File: src/rtl/reg_access_ctrl.sv
// rtl/reg_access_ctrl.sv - command-driven initiator for the 8x6-bit register file
module reg_access_ctrl (
    input  logic       clk,
    input  logic       reset,
    input  logic       cmd_valid,
    output logic       cmd_ready,
    input  logic [1:0] cmd_op,
    input  logic [2:0] cmd_addr,
    input  logic [5:0] cmd_data,
    output logic       rsp_valid,
    input  logic       rsp_ready,
    output logic [5:0] rsp_data,
    output logic       rsp_flag,
    output logic [2:0] regAddr,
    output logic [5:0] x8,
    output logic       writeReg,
    input  logic [5:0] rf_out
);

    localparam logic [1:0] OP_READ  = 2'b00;
    localparam logic [1:0] OP_WRITE = 2'b01;
    localparam logic [1:0] OP_ADD   = 2'b10;
    localparam logic [1:0] OP_SUB   = 2'b11;

    typedef enum logic [1:0] {
        IDLE = 2'b00,
        EXEC = 2'b01,
        WR   = 2'b10,
        RESP = 2'b11
    } state_t;

    state_t     state, state_nxt;
    logic [1:0] op_q;
    logic [5:0] data_q;
    logic [6:0] sum;
    logic [6:0] diff;
    logic       addr_nz;

    // Bit 6 of each 7-bit result is the carry (ADD) or borrow (SUB).
    assign sum     = {1'b0, rf_out} + {1'b0, data_q};
    assign diff    = {1'b0, rf_out} - {1'b0, data_q};
    assign addr_nz = (regAddr != 3'd0);

    always_ff @(posedge clk or negedge reset) begin
        if (!reset) begin
            state <= IDLE;
        end else begin
            state <= state_nxt;
        end
    end

    always_comb begin
        state_nxt = state;
        cmd_ready = 1'b0;
        rsp_valid = 1'b0;
        case (state)
            IDLE: begin
                cmd_ready = 1'b1;
                if (cmd_valid) state_nxt = EXEC;
            end
            EXEC: state_nxt = (op_q == OP_READ) ? RESP : WR;
            WR:   state_nxt = RESP;
            RESP: begin
                rsp_valid = 1'b1;
                if (rsp_ready) state_nxt = IDLE;
            end
            default: state_nxt = IDLE;
        endcase
    end

    // writeReg is registered and set only on the EXEC->WR edge, so it is a
    // clean one-cycle pulse while regAddr and x8 are already stable.
    always_ff @(posedge clk or negedge reset) begin
        if (!reset) begin
            op_q     <= OP_READ;
            data_q   <= 6'd0;
            regAddr  <= 3'd0;
            x8       <= 6'd0;
            writeReg <= 1'b0;
            rsp_data <= 6'd0;
            rsp_flag <= 1'b0;
        end else begin
            writeReg <= 1'b0;
            case (state)
                IDLE: begin
                    if (cmd_valid) begin
                        op_q    <= cmd_op;
                        regAddr <= cmd_addr;
                        data_q  <= cmd_data;
                    end
                end
                EXEC: begin
                    case (op_q)
                        OP_READ: begin
                            rsp_data <= rf_out;
                            rsp_flag <= 1'b0;
                        end
                        OP_WRITE: begin
                            x8       <= data_q;
                            rsp_flag <= 1'b0;
                            writeReg <= addr_nz;
                        end
                        OP_ADD: begin
                            x8       <= sum[5:0];
                            rsp_flag <= sum[6];
                            writeReg <= addr_nz;
                        end
                        default: begin
                            x8       <= diff[5:0];
                            rsp_flag <= diff[6];
                            writeReg <= addr_nz;
                        end
                    endcase
                end
                WR: begin
                    rsp_data <= addr_nz ? x8 : 6'd0;
                end
                default: ;
            endcase
        end
    end

endmodule

File: config.mk
export PLATFORM = sky130hd
export DESIGN_NAME = reg_access_ctrl
export DESIGN_NICKNAME = d
export VERILOG_FILES = /design/src/rtl/reg_access_ctrl.sv
export SDC_FILE = /design/constraint.sdc
export NUM_CORES = 1
export LEC_CHECK = 0
export CAP_MARGIN = 20
export CORE_MARGIN = 4
export CORE_UTILIZATION = 55
export CTS_CLUSTER_SIZE = 8
export DETAILED_ROUTE_END_ITERATION = 8
export MAX_ROUTING_LAYER = met4
export PLACE_DENSITY = 0.95
export SYNTH_ARGS = -nofsm -noshare
export SYNTH_HDL_FRONTEND = slang
export SYNTH_SLANG_ARGS = --single-unit
File: constraint.sdc
create_clock -name clk -period 3.2 [get_ports clk]
set_input_delay 0.48 -clock clk [delete_from_list [all_inputs] [get_ports clk]]
set_output_delay 0.48 -clock clk [all_outputs]
set_load 0.005 [all_outputs]
# Yosys cells after proc, flatten, opt, wreduce, memory -nomap -nowiden
# Index checks and enable logic that the tools add are counted.
dict set report totals {
  register_bits 27
  in_bits 21
  out_inout_bits 19
  word_cells 41
}
dict set report classes {
  addsub 2
  eq_ne 8
  muxes 13
  n_bitwise 1
  n_reduce_logical 9
}
# operator n
set ops {}
lappend ops {{6-bit case mux with 3 select lines} 1}
lappend ops {{6-bit 2-to-1 mux} 2}
lappend ops {{6-bit case mux with 2 select lines} 1}
lappend ops {{2-bit case mux with 4 select lines} 1}
lappend ops {{2-bit AND reduction} 4}
lappend ops {{6-bit by 6-bit adder with 7-bit output} 1}
lappend ops {{6-bit by 6-bit subtractor with 7-bit output} 1}
lappend ops {{2-bit == test, second input constant} 3}
lappend ops {{2-bit inequality test, second input constant} 3}
lappend ops {{1-bit 2-to-1 mux} 5}
lappend ops {{2-bit by 1-bit == test with 1-bit output, second input constant} 2}
lappend ops {{2-bit logical NOT} 2}
lappend ops {{2-bit 2-to-1 mux} 2}
lappend ops {{3-bit nonzero test} 1}
lappend ops {{1-bit case mux with 2 select lines} 1}
lappend ops {{2-bit nonzero test} 1}
lappend ops {{2-bit OR reduction} 1}
lappend ops {{1-bit inverter} 1}

# Logic depth before layout (Yosys ltp)
dict set report logic_depth {
  depth_word 3
  ltp_mapped 8
  depth_no_buf 8
}

# Worst setup path after synthesis
# Ideal clock, no wire load.
dict set report synth_timing {
  path_kind {in2reg}
  start {input rf_out[0]}
  end {register x8[4]}
  setup_ns 0.082
  arrival_ns 1.836
  t_required_ns 3.118
  slack_ns 1.282
  path_stages 7
  n_path_buf 0
  cell_sequence {ha_1 fa_1 nor2b_1 o31ai_2 nand4b_1 o21a_1 a31oi_1}
}
dict set report synth_between {
  elab_chain_len 2
  elab_cells_between_ends 3
  cone_classes {2 x add/sub; 1 x mux}
}
# item line_no
set synth_rtl {}
lappend synth_rtl {{from (decl)} 17} ;# input logic [5:0] rf_out
lappend synth_rtl {{6-bit by 6-bit subtractor with 7-bit output / 6-bit by 6-bit adder with 7-bit output (equally long branches)} {41, 40}}
lappend synth_rtl {{6-bit case mux with 3 select lines (*)} 93} ;# case (op_q)
lappend synth_rtl {{to (signal assigned)} 99} ;# x8 <= data_q;
lappend synth_rtl {{to (signal assigned)} 104} ;# x8 <= sum[5:0];
lappend synth_rtl {{to (signal assigned)} 109} ;# x8 <= diff[5:0];
lappend synth_rtl {{to (decl)} 15} ;# output logic [5:0] x8,
# Mark *: on every way between the ends. The rest lies on a longest branch, timed or not.
# A chain may end at the register's enable or synchronous reset.

# Worst setup path after layout
dict set report layout_timing {
  start {input rf_out[0]}
  end {register rsp_flag}
}
dict set report layout_between {
  elab_chain_len 2
  elab_cells_between_ends 3
  cone_classes {2 x add/sub; 1 x mux}
}
# item line_no
set layout_rtl {}
lappend layout_rtl {{6-bit by 6-bit subtractor with 7-bit output / 6-bit by 6-bit adder with 7-bit output (equally long branches)} {41, 40}}
lappend layout_rtl {{1-bit case mux with 2 select lines (*)} 93}
lappend layout_rtl {{to (signal assigned)} 105} ;# rsp_flag <= sum[6];
lappend layout_rtl {{to (signal assigned)} 110} ;# rsp_flag <= diff[6];
lappend layout_rtl {{to (decl)} 13} ;# output logic rsp_flag,
# Marks and branches as above.

==> impl_metrics.ini <==
[setup_path]
path_class = input pin to flop
timing.rr.start = data_q[0]
worstPathArrival_ns = 2.47
critPathLaunch = rf_out[0]
slowest_stage = clkdlybuf4s50_1
critPathMaxFanout = 3
crit_required_ns = 3.42
critical_path.top_delay_family = adder cells
reg2reg_slack_ns = 1.13
worst_setup_path_end_kind = flop
crit_buf_inv = 1
crit_chain = clkdlybuf4s50_1 -> ha_1 -> fa_1 -> nor2b_1 -> o31ai_2 -> o21bai_1 -> a21oi_1 -> o31ai_1
critical-path-max-stage-delay_ns = 0.46
startpoint_type = input pin

[sta]
fmax_mhz = 446
slew_headroom_pct = 47.1
fin_crit_sh_pct = 70.1
tightest_slew_ns = 0.792
hold_viol = 0
fin_tns_setup_ns = 0
setup_viol = 0
report.final.slew_viol_count = 0
rsz0062_at_grt = false
period_needed_ns = 2.24
clock-skew-final_ns = 0.00931
hold_ws_ns = 0.492

[clock_network]
clk_latency_ns = 0.33
cts_buffer_depth = 2
cts.sinks = 27
cts_setup_buffers = 0
cts_root_buf = clkbuf_4
clk_pin_slew_ns = 0.15
htreeDepth = 1
post_cts_resized = 0
cts_tree = yes
cts_made_buffers = 3
ctsHoldBuffers = 0

[synth]
ys_seq_area_share_pct = 36.7
synthTopCellsByCount = 27 x dfrtp_1, 20 x ha_1, 20 x nand2_1
synth_cells = 193
async_reset_ff_share_pct = 100
yosysMostFrequentCell = dfrtp_1
synth_area_per_cell_um2 = 9.55
synth-edff-count = 0
yosys.area.top_type = dfrtp_1
ys_types = 44
yosys_register_bits = 27
dominantRegCellSynth = dfrtp_1
syn-num-nets = 236
yosysWarnings = 0
ys_top_cells_by_area = dfrtp_1 37%, ha_1 14%, mux2_2 7.3%, nand2_1 4.1%, a21oi_1 3.5%
yosys.area.top_type_share_pct = 36.7
syn_area_um2 = 1840

[floorplan]
ios = 40
core-area_um2 = 3130
die_area_um2 = 4340
die_width_um = 65.9
start_util_pct = 58.9
die_h_um = 65.9
num_rows = 20

[global_route]
grt_first_pass_wirelength_um = 6480
antenna_found_initial = 0
grt_usage_pct = 19.7
overflow = 0
first_global_vias = 1406
grt_max_degree = 28

[finish]
diodes = 0
seq_area_um2 = 676
drive_gt1_share_pct = 9.17
synthToLayoutAreaGrowth_pct = 23.6
nFillCells = 237
layout.nets = 273
fin_area_um2 = 2280
multi_input_area_um2 = 1050

[job]
cap_violations = 0

[route]
dr.first_iter.drc_count = 41
dr.pass1.iters = 6
avgRoutedWirePerCell_um = 13.8
detail-route-antenna-nets = 0
routed_wl_um = 3760
drc_errors = 0
vias_per_cell = 5.53
vias = 1511

[pwr]
power_leakage_uw = 0.00103
pwr_density_cell_nw_per_um2 = 962
peakVddDrop_mv = 0.551

[status]
status = finished, final reports clean

[placement]
dpl.hpwl_um = 3060
placed_area_um2 = 2250
io_buffers = 39
place_congestion = 0.896

[worst_hold_path]
hp-class = input pin to asynchronous set/reset pin
-- registers in the layout, summed over array words and instances (netlist names) --
signal / flops
op_q: 2
rsp_flag: 1
regAddr: 3
data_q: 6
x8: 6
rsp_data: 6
state: 2
writeReg: 1
-- cell type report --
cell class                      count  share of cell area (%)
Multi-Input combinational cell    140                    46.3
Sequential cell                    27                    29.7
Timing Repair Buffer               40                    17.5
Inverter                           18                    2.97
Tap cell                           44                    2.42
Clock buffer                        4                    1.15
-- power breakdown --
part	internal, µW	total [µW]	switching, µW
sequential	513	658	144
clock	48.9	151	102
combinational	689	1380	692
-- layout by cell type, fill, tap and decap left out, types with 3 or more instances in the layout --
master,Yosys,final
inv_1,17,17
dfrtp_1,27,27
clkdlybuf4s50_1,0,39
ha_1,20,20
mux2_2,12,12
clkbuf_4,0,3
nor2b_1,7,7
a31oi_1,4,4
nand2_1,20,20
a21oi_1,13,13
o21ai_1,7,7
nand3_1,6,6
nand2b_1,3,3
nor2_1,10,10
o21bai_1,3,3
nor3b_1,3,3
-- stage by stage --
step	total power (µW)	util [%]	setup slack [ns]	instances
6_report	2190	72.8	0.957	273
5_1_grt	2410	72.8	0.897	273
2_1_floorplan	1590	-	1.28	193
4_1_cts	2190	72.8	0.975	273
3_3_place_gp	1990	72.0	0.704	269
3_5_place_dp	2050	72.0	0.637	269
-- cell families (layout without fill, tap and decap cells) --
kind of cell               after synthesis  count (layout)  share of synthesized area [%]
and+or+nand+nor                         58              58                           16.1
buffers and inverters                   26              62                           6.11
DFF                                     27              27                           36.7
adders and majority gates               22              22                           15.8
muxes                                   12              12                           7.33
xor gates and xnor gates                 4               4                           1.90
AOI/OAI and AO/OA                       44              44                           16.2
-- metal layers --
layer  part of all wire [%]  global-route usage, %
met3                    5.5                   3.57
met2                     48                   31.8
met4                    1.4                   5.70
met1                     45                   25.3
met5                      0                      -
-- worst paths after layout --
path,cells after the start,end
max in group asynchronous,2,data_q[3]
min,2,rsp_data[1]
min in group clk,2,rsp_data[0]
max,8,rsp_flag
min reg2reg,2,rsp_data[0]
max reg2reg,7,rsp_flag
Note: power is estimated with default switching activity, not from simulation.
